## src/rtl/esfa_vector_sequencer_if.sv

```systemverilog
// ROM read port and DUT operation/result bus of the ESFA vector sequencer.
interface esfa_vector_sequencer_if #(
  parameter int VAL_W  = 8,
  parameter int ADDR_W = 32
);
  localparam int VEC_W = 8 + 5 * VAL_W;

  logic [ADDR_W-1:0] rom_addr;
  logic [VEC_W-1:0]  rom_data;
  logic              dut_valid;
  logic [VAL_W-1:0]  dut_handle;
  logic [VAL_W-1:0]  dut_index;
  logic [VAL_W-1:0]  dut_value;
  logic [VAL_W-1:0]  dut_selector;
  logic              dut_result_bool;
  logic [VAL_W-1:0]  dut_result_value;

  modport master (
    output rom_addr, dut_valid, dut_handle, dut_index, dut_value, dut_selector,
    input  rom_data, dut_result_bool, dut_result_value
  );

  modport slave (
    input  rom_addr, dut_valid, dut_handle, dut_index, dut_value, dut_selector,
    output rom_data, dut_result_bool, dut_result_value
  );
endinterface

```

## src/rtl/esfa_vector_sequencer.sv

```systemverilog
// ESFA vector sequencer: walks a vector ROM, issues one DUT operation per
// vector, checks non-mutating results and reports pass/error count/first fail.
module esfa_vector_sequencer #(
  parameter int VAL_W       = 8,
  parameter int ADDR_W      = 32,
  parameter int ADDR_STRIDE = 8,
  parameter int ROM_LAT     = 1,
  parameter int DUT_LAT     = 1,
  parameter int ERR_W       = 16
) (
  input  logic                  clk,
  input  logic                  reset,
  input  logic                  start,
  input  logic                  stop_on_fail,
  esfa_vector_sequencer_if.master bus,
  output logic                  busy,
  output logic                  done,
  output logic                  pass,
  output logic                  overrun,
  output logic [ERR_W-1:0]      err_count,
  output logic [ADDR_W-1:0]     first_fail_addr
);
  localparam int VEC_W = 8 + 5 * VAL_W;
  localparam logic [3:0] ROM_LAST = 4'(ROM_LAT - 1);
  localparam logic [3:0] DUT_LAST = 4'(DUT_LAT - 1);
  localparam logic [ADDR_W:0] STRIDE_X = (ADDR_W + 1)'(ADDR_STRIDE);

  typedef enum logic [2:0] {S_IDLE, S_FETCH, S_ISSUE, S_WAIT, S_CHECK, S_DONE} state_t;
  state_t state, nextState;

  logic [3:0]       cnt;
  logic             mutReg, expBoolReg;
  logic [VEC_W-9:0] opReg;
  logic [VAL_W-1:0] expVal;
  logic             romEnd, fetchLast, waitLast, mismatch, stopNow, addrWrap;
  logic [ADDR_W:0]  addrSum;
  logic             unusedRomBits;

  // operand fields are held in opReg from the FETCH latch until the next one
  assign bus.dut_handle   = opReg[0 +: VAL_W];
  assign bus.dut_index    = opReg[VAL_W +: VAL_W];
  assign bus.dut_value    = opReg[2*VAL_W +: VAL_W];
  assign bus.dut_selector = opReg[3*VAL_W +: VAL_W];
  assign expVal           = opReg[4*VAL_W +: VAL_W];

  assign romEnd        = bus.rom_data[2];
  assign unusedRomBits = ^bus.rom_data[7:3];
  assign fetchLast     = (cnt == ROM_LAST);
  assign waitLast      = (cnt == DUT_LAST);
  assign mismatch      = !mutReg && ((bus.dut_result_bool != expBoolReg) ||
                                     (bus.dut_result_value != expVal));
  assign stopNow       = mismatch && stop_on_fail;
  // carry out of the extended sum means the next address would wrap
  assign addrSum       = {1'b0, bus.rom_addr} + STRIDE_X;
  assign addrWrap      = addrSum[ADDR_W];

  // state register
  always_ff @(posedge clk) begin
    if (reset) state <= S_IDLE;
    else       state <= nextState;
  end

  // next-state and state-decoded outputs
  always_comb begin
    nextState     = state;
    busy          = 1'b0;
    done          = 1'b0;
    bus.dut_valid = 1'b0;
    case (state)
      S_IDLE:  if (start) nextState = S_FETCH;
      S_FETCH: begin
        busy = 1'b1;
        if (fetchLast) nextState = romEnd ? S_DONE : S_ISSUE;
      end
      S_ISSUE: begin
        busy          = 1'b1;
        bus.dut_valid = 1'b1;
        nextState     = S_WAIT;
      end
      S_WAIT: begin
        busy = 1'b1;
        if (waitLast) nextState = S_CHECK;
      end
      S_CHECK: begin
        busy      = 1'b1;
        nextState = (stopNow || addrWrap) ? S_DONE : S_FETCH;
      end
      S_DONE: begin
        done = 1'b1;
        if (start) nextState = S_FETCH;
      end
      default: nextState = S_IDLE;
    endcase
  end

  // datapath: latency counter, vector latch, address walk and result tracking
  always_ff @(posedge clk) begin
    if (reset) begin
      cnt             <= '0;
      mutReg          <= 1'b0;
      expBoolReg      <= 1'b0;
      opReg           <= '0;
      bus.rom_addr    <= '0;
      pass            <= 1'b1;
      overrun         <= 1'b0;
      err_count       <= '0;
      first_fail_addr <= '0;
    end else begin
      case (state)
        S_IDLE, S_DONE: if (start) begin
          cnt             <= '0;
          bus.rom_addr    <= '0;
          pass            <= 1'b1;
          overrun         <= 1'b0;
          err_count       <= '0;
          first_fail_addr <= '0;
        end
        S_FETCH: begin
          if (fetchLast) begin
            cnt <= '0;
            // end vector fields are don't-care; keep last operands on the bus
            if (!romEnd) begin
              mutReg     <= bus.rom_data[0];
              expBoolReg <= bus.rom_data[1];
              opReg      <= bus.rom_data[VEC_W-1:8];
            end
          end else begin
            cnt <= cnt + 4'd1;
          end
        end
        S_WAIT: cnt <= waitLast ? 4'd0 : cnt + 4'd1;
        S_CHECK: begin
          if (mismatch) begin
            pass <= 1'b0;
            if (err_count != '1) err_count <= err_count + ERR_W'(1);
            if (err_count == '0) first_fail_addr <= bus.rom_addr;
          end
          if (!stopNow) begin
            if (addrWrap) begin
              overrun <= 1'b1;
              pass    <= 1'b0;
            end else begin
              bus.rom_addr <= addrSum[ADDR_W-1:0];
            end
          end
        end
        default: ;
      endcase
    end
  end
endmodule

```

## src/flat_wrapper.sv

```systemverilog
// flat-port wrapper written by rule: the top's interface ports become plain ports
module esfa_vector_sequencer_flat 
#(
  parameter int VAL_W       = 8,
  parameter int ADDR_W      = 32,
  parameter int ADDR_STRIDE = 8,
  parameter int ROM_LAT     = 1,
  parameter int DUT_LAT     = 1,
  parameter int ERR_W       = 16
)
  (clk, reset, start, stop_on_fail, busy, done, pass, overrun, err_count, first_fail_addr, bus_rom_addr, bus_dut_valid, bus_dut_handle, bus_dut_index, bus_dut_value, bus_dut_selector, bus_rom_data, bus_dut_result_bool, bus_dut_result_value);
  esfa_vector_sequencer_if #(.VAL_W(VAL_W), .ADDR_W(ADDR_W)) bus_i ();
  input  logic clk;
  input  logic reset;
  input  logic start;
  input  logic stop_on_fail;
  output logic busy;
  output logic done;
  output logic pass;
  output logic overrun;
  output logic [ERR_W-1:0] err_count;
  output logic [ADDR_W-1:0] first_fail_addr;
  output wire logic [$bits(bus_i.rom_addr)-1:0] bus_rom_addr;
  output wire logic [$bits(bus_i.dut_valid)-1:0] bus_dut_valid;
  output wire logic [$bits(bus_i.dut_handle)-1:0] bus_dut_handle;
  output wire logic [$bits(bus_i.dut_index)-1:0] bus_dut_index;
  output wire logic [$bits(bus_i.dut_value)-1:0] bus_dut_value;
  output wire logic [$bits(bus_i.dut_selector)-1:0] bus_dut_selector;
  input wire logic [$bits(bus_i.rom_data)-1:0] bus_rom_data;
  input wire logic [$bits(bus_i.dut_result_bool)-1:0] bus_dut_result_bool;
  input wire logic [$bits(bus_i.dut_result_value)-1:0] bus_dut_result_value;
  assign bus_rom_addr = bus_i.rom_addr;
  assign bus_dut_valid = bus_i.dut_valid;
  assign bus_dut_handle = bus_i.dut_handle;
  assign bus_dut_index = bus_i.dut_index;
  assign bus_dut_value = bus_i.dut_value;
  assign bus_dut_selector = bus_i.dut_selector;
  assign bus_i.rom_data = bus_rom_data;
  assign bus_i.dut_result_bool = bus_dut_result_bool;
  assign bus_i.dut_result_value = bus_dut_result_value;
  esfa_vector_sequencer #(.VAL_W(VAL_W), .ADDR_W(ADDR_W), .ADDR_STRIDE(ADDR_STRIDE), .ROM_LAT(ROM_LAT), .DUT_LAT(DUT_LAT), .ERR_W(ERR_W)) u_core (.clk(clk), .reset(reset), .start(start), .stop_on_fail(stop_on_fail), .bus(bus_i), .busy(busy), .done(done), .pass(pass), .overrun(overrun), .err_count(err_count), .first_fail_addr(first_fail_addr));
endmodule
```

## config.mk

```make
export PLATFORM = sky130hd
export DESIGN_NAME = esfa_vector_sequencer_flat
export DESIGN_NICKNAME = d
export VERILOG_FILES = /design/src/rtl/esfa_vector_sequencer_if.sv /design/src/rtl/esfa_vector_sequencer.sv /design/src/flat_wrapper.sv
export SDC_FILE = /design/constraint.sdc
export NUM_CORES = 1
export LEC_CHECK = 0
export ABC_AREA = 0
export CORE_UTILIZATION = 45
export CTS_CLUSTER_SIZE = 14
export DETAILED_ROUTE_END_ITERATION = 10
export PLACE_DENSITY = 0.77
export SLEW_MARGIN = 20
export SYNTH_ARGS = -nofsm -noshare
export SYNTH_HDL_FRONTEND = slang
export SYNTH_SLANG_ARGS = --single-unit
```

## constraint.sdc

```tcl
create_clock -name clk -period 5.7 [get_ports clk]
set_clock_uncertainty 0.1 [all_clocks]
set_input_delay 0.57 -clock clk [delete_from_list [all_inputs] [get_ports clk]]
set_output_delay 0.57 -clock clk [all_outputs]
set_load 0.01 [all_outputs]
```

### Word-level counts from Yosys, hierarchy flattened

Index checks and enable logic that the tools add are counted.

| storage, ports and cells | value |
|---|---|
| register bits | 131 |
| input port bits | 61 |

| cells by class | value |
|---|---|
| $add $sub $neg | 3 |
| eq/ne operators | 17 |
| multiplexer cells | 32 |
| bitwise logic cells | 1 |
| reduce and logical (&&, ||, !) cells | 21 |

Operators with widths:

| operator | count |
|---|---|
| $mux W32 | 5 |
| $pmux W32 S2 | 2 |
| $mux W16 | 3 |
| $add A32 B4 Y33 const B | 1 |
| $pmux W16 S2 | 1 |
| $add A16 B1 Y16 const B | 1 |
| $logic_not A16 Y1 | 1 |
| $ne A16 B16 Y1 const B | 1 |
| $reduce_and A4 Y1 | 4 |
| $mux W3 | 5 |
| $pmux W3 S5 | 1 |
| $ne A2 B1 Y1 const B | 7 |
| $mux W1 | 10 |
| $mux W4 | 2 |
| $ne A8 B8 Y1 | 1 |
| $pmux W4 S2 | 1 |
| $eq A3 B2 Y1 const B | 2 |
| $eq A3 B3 Y1 const B | 2 |
| $reduce_and A3 Y1 | 2 |
| $add A4 B1 Y4 const B | 1 |
| $logic_not A4 Y1 | 1 |
| $ne A2 B2 Y1 const B | 2 |
| $pmux W1 S2 | 2 |
| $reduce_and A2 Y1 | 2 |
| other kinds (10) | 14 |

### Logic depth before layout (Yosys ltp)

Gate-level depths: netlist of run 1.

| logic depth | value |
|---|---|
| depth in word-level cells | 7 |
| depth in mapped cells | 10 |
| depth with buffers taken out | 8 |

### Least setup slack after synthesis of run 1

No wires, ideal clock.

| timing | value |
|---|---|
| path type | input port to flip-flop |
| start point | input port bus_dut_result_value[0] |
| end point | register u_core.bus.rom_addr[30] |
| library setup time | 0.071 ns |
| data arrival time | 2.024 ns |
| required time | 5.529 ns |
| slack | 3.506 ns |
| stages on the path | 6 |
| buffers on the path | 0 |
| cells stage by stage | xnor2_1 -> nand4_1 -> nor4_4 -> o21ai_2 -> or4_1 -> a21oi_1 |

| between the ends | value |
|---|---|
| cells in the longest elaborated chain, start to end | 6 |

RTL lines:

| item | line | source |
|---|---|---|
| from (decl) | flat_wrapper.sv:31 | `input wire logic [$bits(bus_i.dut_result_value)-1:0] bus_dut_result_value;` |
| $ne A8 B8 Y1 | esfa_vector_sequencer.sv:51 | `(bus.dut_result_value != expVal));` |
| $logic_or A1 B1 Y1 | esfa_vector_sequencer.sv:50 | `assign mismatch = !mutReg && ((bus.dut_result_bool != expBoolReg) \|\|` |
| $logic_and A1 B1 Y1 | esfa_vector_sequencer.sv:50 |  |
| $logic_and A1 B1 Y1 | esfa_vector_sequencer.sv:52 | `assign stopNow = mismatch && stop_on_fail;` |
| $ne A2 B2 Y1 (no source line) | - |  |
| $reduce_and A4 Y1 (no source line) | - |  |
| to (signal assigned) | esfa_vector_sequencer.sv:143 | `bus.rom_addr <= addrSum[ADDR_W-1:0];` |
| to (decl) | esfa_vector_sequencer_if.sv:19 | `output rom_addr, dut_valid, dut_handle, dut_index, dut_value, dut_selector,` |

No other way between the ends.
A chain may end at the register's enable or synchronous reset.

### Worst setup path after layout of run 1

| timing | value |
|---|---|
| start point | register u_core.state[2] |
| end point | register u_core.first_fail_addr[20] |

| between the ends | value |
|---|---|
| cells in the longest elaborated chain, start to end | 4 |
| elaborated cells between the ends (all ways) | 10 |

RTL lines:

| item | line | source |
|---|---|---|
| from (decl) | esfa_vector_sequencer.sv:29 | `state_t state, nextState;` |
| from (signal assigned) | esfa_vector_sequencer.sv:60 | `else state <= nextState;` |
| $eq A3 B3 Y1 or $logic_not A3 Y1 (tied branches) | esfa_vector_sequencer.sv:109 | `case (state)` |
| $reduce_or A2 Y1 (no source line) | - |  |
| $ne A2 B1 Y1 (no source line) or $reduce_bool A2 Y1 (tied branches) | - |  |
| $reduce_and A4 Y1 (no source line) | - |  |
| to (signal assigned) | esfa_vector_sequencer.sv:136 | `if (err_count == '0) first_fail_addr <= bus.rom_addr;` |
| to (decl) | esfa_vector_sequencer.sv:21 | `output logic [ADDR_W-1:0] first_fail_addr` |

Several ways; a longest one is shown, not always the timed one.

==> impl_metrics.toml, run 1 <==
[critical_path]
cpLargestDelayFamily = "simple AND/OR/NAND/NOR gates"
ff2ff_path_depth = 6
start_kind = "flop"
r2r_slack_ns = 2.63
end_kind = "flop"
crit_buf_inv = 0
r2r_end = "u_core.first_fail_addr[20]"
crit_type = "flop to flop"
cp_slowest_cell = "nand3_2"
crit_chain = "nand2b_1 > nand4b_1 > a21oi_1 > nand3_2 > nand3_1 > o21ai_0"
reg2reg_from = "u_core.state[2]"
cp_max_fo = 58
max_stage_delay_ns = 0.74
required_ns = 5.86
crit_arrival_ns = 3.24

[cts]
cts_tree = "done"
cts_inserted_buffers = 17
clock_latency_ns = 0.42
numClockSinks = 125
cts.clk_slew.worst_paths_ns = 0.05
cts-root-buf = "clkbuf_16"
cts-resized-gates = 0
postCtsSetupBuffers = 0
ctsLongestPathBuffers = 2
htree_levels = 4
postCtsHoldBufs = 0

[floorplanning]
ios = 178
core_region_area_sq_um = 12200
die_area_sq_um = 13200
die_y_um = 115
fp-row-count = 40
dieWidth_um = 115
start_util = 0.468

[grt]
antenna_found_initial = 0
grt_usage = 0.229
grt_first_pass_wirelength_mm = 23.7
grt_pass1_vias = 5045
gr-total-overflow = 0
grt_max_degree = 59

[power]
p_clk_frac = 0.496
combPwrFrac = 0.099
switching_share = 0.228
intPower_uw = 1740
p_per_area_nw_per_um2 = 288
power_frac_seq = 0.404
p_leak_uw = 0.00262
p_sw_uw = 514
vdd_drop_max_mv = 0.177

[sta]
fin_crit_sh = 0.539
tightest_slew_ns = 0.928
period_needed_ns = 3.07
fmax_ghz = 0.325
rsz0062_at_grt = "false"
final_critical_path_setup_slack_ns = 2.63
slew_viol_final = 0
relSlewSlack = 0.381
hold_viol_final = 0
finalSetupViolations = 0
tns_ns = 0
holdWs_ns = 0.345

[cells_and_area]
n_antenna_cell = 0
nFillCells = 1109
fin_nets = 904
area_growth_pct = 36.8
layout-drive-gt1-share = 0.0600
stdcell_count = 1018

[synthesis]
ys_seq_elements = 125
ys_seq_area_frac = 0.437
synth.lib_cells_used.distinct = 48
synth_edf_count = 0
yosysMostFrequentCell = "nand2_1"
yosysTopAreaCellShare = 0.437
yosysWarnings = 0
ys.flop_type = "dfxtp_1"
async_flop_share = 0
synth_cells = 722
yosys-top-cells-count = "nand2_1, dfxtp_1, a21oi_1"
syn_area_sq_um = 5720
synthTopCellsByArea = "dfxtp_1, nand2_1, a21oi_1"
syn_avg_cell_area_sq_um = 7.92
synth_top_cell_by_area = "dfxtp_1"

[drt]
initialDrtViolationCount = 388
drt_wl_total_mm = 14.6
drt.antenna.violating_nets = 0
dr.pass1.iters = 5
viasPerCell = 5.29
drc = 0
via_count = 5388
wl_per_cell_um = 14.3

[place]
dpl_worst_slack_ns = 2.35
dp_cells = 987
dp_hpwl_mm = 10.3
portBuffers = 166
gp_congestion = 0.839

[job]
drv_cap = 0

[worst_hold_path]
whs_endpoint = "u_core.overrun"
worst_hold_startpoint = "u_core.overrun"
hold_path.class = "flop to flop"
worstHoldPathCells = 2

[status]
status = "finished, final reports clean"
-- power groups by stage --
stage	Clock [uW]	Sequential [uW]	Combinational (uW)
6_report	1120	913	224
5_1_grt	1180	916	248
4_1_cts	1130	913	226
3_5_place_dp	0	931	225
3_3_place_gp	0	930	220
2_1_floorplan	0	923	155
-- kinds of logic after synthesis --
group / Yosys count / synth area share
AND/OR/NAND/NOR: 338 / 0.287
AO/OA/AOI/OAI: 129 / 0.122
flip-flops: 125 / 0.437
buffers and inverters: 88 / 0.0866
XOR/XNOR: 34 / 0.0521
adder cells (fa/ha/maj): 5 / 0.0109
multiplexers: 2 / 0.00350
other: 1 / 0.000656
-- cells in the final DEF, fill, tap and decap left out, drive strengths merged, types with 4 or more instances in the layout --
cell,Yosys,final
clkdlybuf4s50,0,165
nand2,141,141
dfxtp,125,125
a21oi,66,66
nand3,59,59
o21ai,49,49
nor2,44,44
clkbuf,32,25
xnor2,20,20
nand4,16,16
or3,15,15
and3,14,14
xor2,14,14
nor4,12,12
inv,8,8
nor3,8,8
buf,48,7
and2,6,6
conb,1,6
ha,5,5
nor3b,4,4
nand2b,4,4
-- routing by layer --
metal	GRT usage	up-vias	routed length, um
li1	-	2671	-
met1	0.261	2508	6010
met2	0.402	192	7230
met3	0.0738	17	1150
met4	0.0874	0	208
met5	0	-	0
-- worst max-delay path by stage --
stage / startpoint / to / slack, ns / cells after the start
floorplan: bus_dut_result_value[0] / u_core.bus.rom_addr[30] / 3.51 / 6
global placement: start / u_core.bus.rom_addr[20] / 2.41 / 7
detailed placement: start / u_core.bus.rom_addr[20] / 2.35 / 7
CTS: u_core.state[2] / u_core.bus.rom_addr[20] / 2.58 / 7
global route: u_core.state[2] / u_core.first_fail_addr[10] / 2.22 / 6
finish: u_core.state[2] / u_core.first_fail_addr[20] / 2.63 / 6
-- per-stage QoR --
stage	cell area, sq um	utilization	total power (uW)
finish	7820	0.641	2260
global route	7820	0.641	2340
CTS	7820	0.640	2270
detailed placement	7200	0.589	1160
global placement	7200	0.589	1150
floorplan	5740	-	1080
-- area by class of cell --
type                    count  area (sq um)  share of cell area
multi-input cells         514          2760               0.353
flip-flops and latches    125          2500               0.320
repair buffers            172          1700               0.217
clock buffers              25           515              0.0659
well taps                 168           210              0.0269
clock inverters             6           105              0.0134
inverters                   8          30.0             0.00384
-- worst register-to-register path, cell delays in order, from the launching register on --
cell	delay, ns
dfxtp_1	0.60
nand2b_1	0.26
nand4b_1	0.43
a21oi_1	0.32
nand3_2	0.74
nand3_1	0.35
o21ai_0	0.12
-- registers in the layout, indices dropped and copies added (netlist names) --
name	flops
u_core.cnt	4
u_core.bus.rom_addr	29
u_core.pass	1
u_core.expBoolReg	1
u_core.err_count	16
u_core.mutReg	1
u_core.state	3
u_core.first_fail_addr	29
u_core.opReg	40
u_core.overrun	1
Note: power is estimated with default switching activity, not from simulation.
==> run 2: changes to the inputs <==
- CORE_UTILIZATION: 45 -> 42
- PLACE_DENSITY: 0.77 -> 0.75
- clock period: 5.7 -> 2.65 ns (I/O delays scaled with it)
==> run 2 against run 1 <==
Die area up 7.0%. Combinational power is 130% higher. Global-route usage fell by 1.9 points.
==> impl_metrics.toml, run 2 (synthesized netlist as in run 1, its figures left out) <==
[status]
status = "finished, final reports clean"

[cts]
cts_inserted_buffers = 17
clock_latency_ns = 0.42
postCtsHoldBufs = 0
cts_tree = "done"
htree_levels = 4
cts-resized-gates = 0
numClockSinks = 125
postCtsSetupBuffers = 0
ctsLongestPathBuffers = 2
cts.clk_slew.worst_paths_ns = 0.05
cts-root-buf = "clkbuf_16"

[place]
gp_congestion = 0.804
dp_cells = 1011
dpl_cell_area_sq_um = 7340
portBuffers = 166
dp_hpwl_mm = 10.1

[cells_and_area]
layout-drive-gt1-share = 0.0727
largest_register_ffs = 40
seq_area_sq_um = 2500
layout_commonest_cell = "clkdlybuf4s50_1"
largestRegisters = "u_core.opReg x40, u_core.bus.rom_addr x29, u_core.first_fail_addr x29"
nFillCells = 1238
fin_nets = 920
area_growth_pct = 39.0
final_area_sq_um = 7950
n_antenna_cell = 0
final_cell_mix = "clkdlybuf4s50_1, nand2_1, dfxtp_1, a21oi_1, nand3_1"
stdcell_count = 1043
multi_input_area_sq_um = 2750
top_register = "u_core.opReg"

[sta]
tightest_slew_ns = 0.579
rsz0062_at_grt = "false"
hold_viol_final = 0
fin_crit_sh = 0.860
period_needed_ns = 2.28
slew_viol_final = 0
finalSetupViolations = 0
fmax_ghz = 0.439
relSlewSlack = 0.614
tns_ns = 0

[floorplanning]
die_area_sq_um = 14100
core_region_area_sq_um = 13200
dieWidth_um = 119
fp-row-count = 42
start_util = 0.432
ios = 178
die_y_um = 119

[critical_path]
ff2ff_path_depth = 6
end_kind = "flop"
r2r_end = "u_core.bus.rom_addr[15]"
r2r_slack_ns = 0.37
start_kind = "flop"
crit_type = "flop to flop"
required_ns = 2.85
cp_max_fo = 14
crit_arrival_ns = 2.48
reg2reg_from = "u_core.opReg[32]"

[drt]
via_count = 5341
initialDrtViolationCount = 282
top_layer_used = "met4"
dr.pass1.iters = 4
wl_per_cell_um = 14.0
met1Wirelength_mm = 6.27
viasPerCell = 5.12
wl_met2_mm = 6.93
wl_met3_mm = 1.11
drt.antenna.violating_nets = 0
drc = 0
drt_wl_total_mm = 14.6

[worst_hold_path]
worst_hold_startpoint = "reset"
whs_endpoint = "u_core.pass"
worstHoldPathCells = 4
hold_path.class = "primary input to flop"

[grt]
grt_first_pass_wirelength_mm = 23.6
grt_pass1_vias = 4905
grt_max_degree = 59
gr-total-overflow = 0
antenna_found_initial = 0
grt_usage = 0.210

[job]
drv_cap = 0

[power]
p_leak_uw = 0.00270
vdd_drop_max_mv = 0.420
p_per_area_nw_per_um2 = 617
-- run 2: final cells by class --
class                      instances  share of cell area
multi-input combinational        514               0.346
sequential                       125               0.315
timing repair buffer             188               0.231
clock buffer                      25              0.0598
tap                              176              0.0277
clock inverter                     7              0.0170
inverter                           8             0.00378
-- run 2: how the worst max path moves through the flow --
stage               slack [ns]                    start  cells after the start                       to
floorplan                 0.67  u_core.bus.rom_addr[16]                      7   u_core.bus.rom_addr[8]
global placement          0.06  bus_dut_result_value[0]                      7  u_core.bus.rom_addr[19]
detailed placement       0.003  bus_dut_result_value[0]                      7  u_core.bus.rom_addr[27]
CTS                       0.37         u_core.opReg[32]                      6  u_core.bus.rom_addr[27]
global route              0.17          u_core.state[0]                      6  u_core.bus.rom_addr[20]
finish                    0.37         u_core.opReg[32]                      6  u_core.bus.rom_addr[15]
-- run 2: metrics by stage --
stage / hold WS, ns / setup slack, ns / total power (uW) / utilization
after global placement: 0.331 / 0.0605 / 2510 / 0.554
after floorplan: 0.301 / 0.671 / 2320 / -
after CTS: 0.266 / 0.366 / 4950 / 0.600
after global routing: 0.283 / 0.173 / 5090 / 0.600
after detailed placement: 0.333 / 0.00260 / 2510 / 0.554
final: 0.274 / 0.371 / 4910 / 0.600
-- run 2: critical path: stages, from the launching register on --
cell and delay (ns):
dfxtp_1 0.31, xnor2_1 0.24, nand4_1 0.24, o311a_1 0.61, nor4_1 0.45, xnor2_1 0.16, nor2_1 0.05
-- run 2: metal layers --
metal,track usage,vias up
li1,-,2696
met1,0.239,2446
met4,0.0847,0
met3,0.0763,24
met5,0,-
met2,0.355,175
-- run 2: report_power, final --
part / switching (uW) / internal (uW) / total (uW)
sequential: 33.9 / 1920 / 1960
clock: 816 / 1620 / 2430
combinational: 287 / 228 / 514
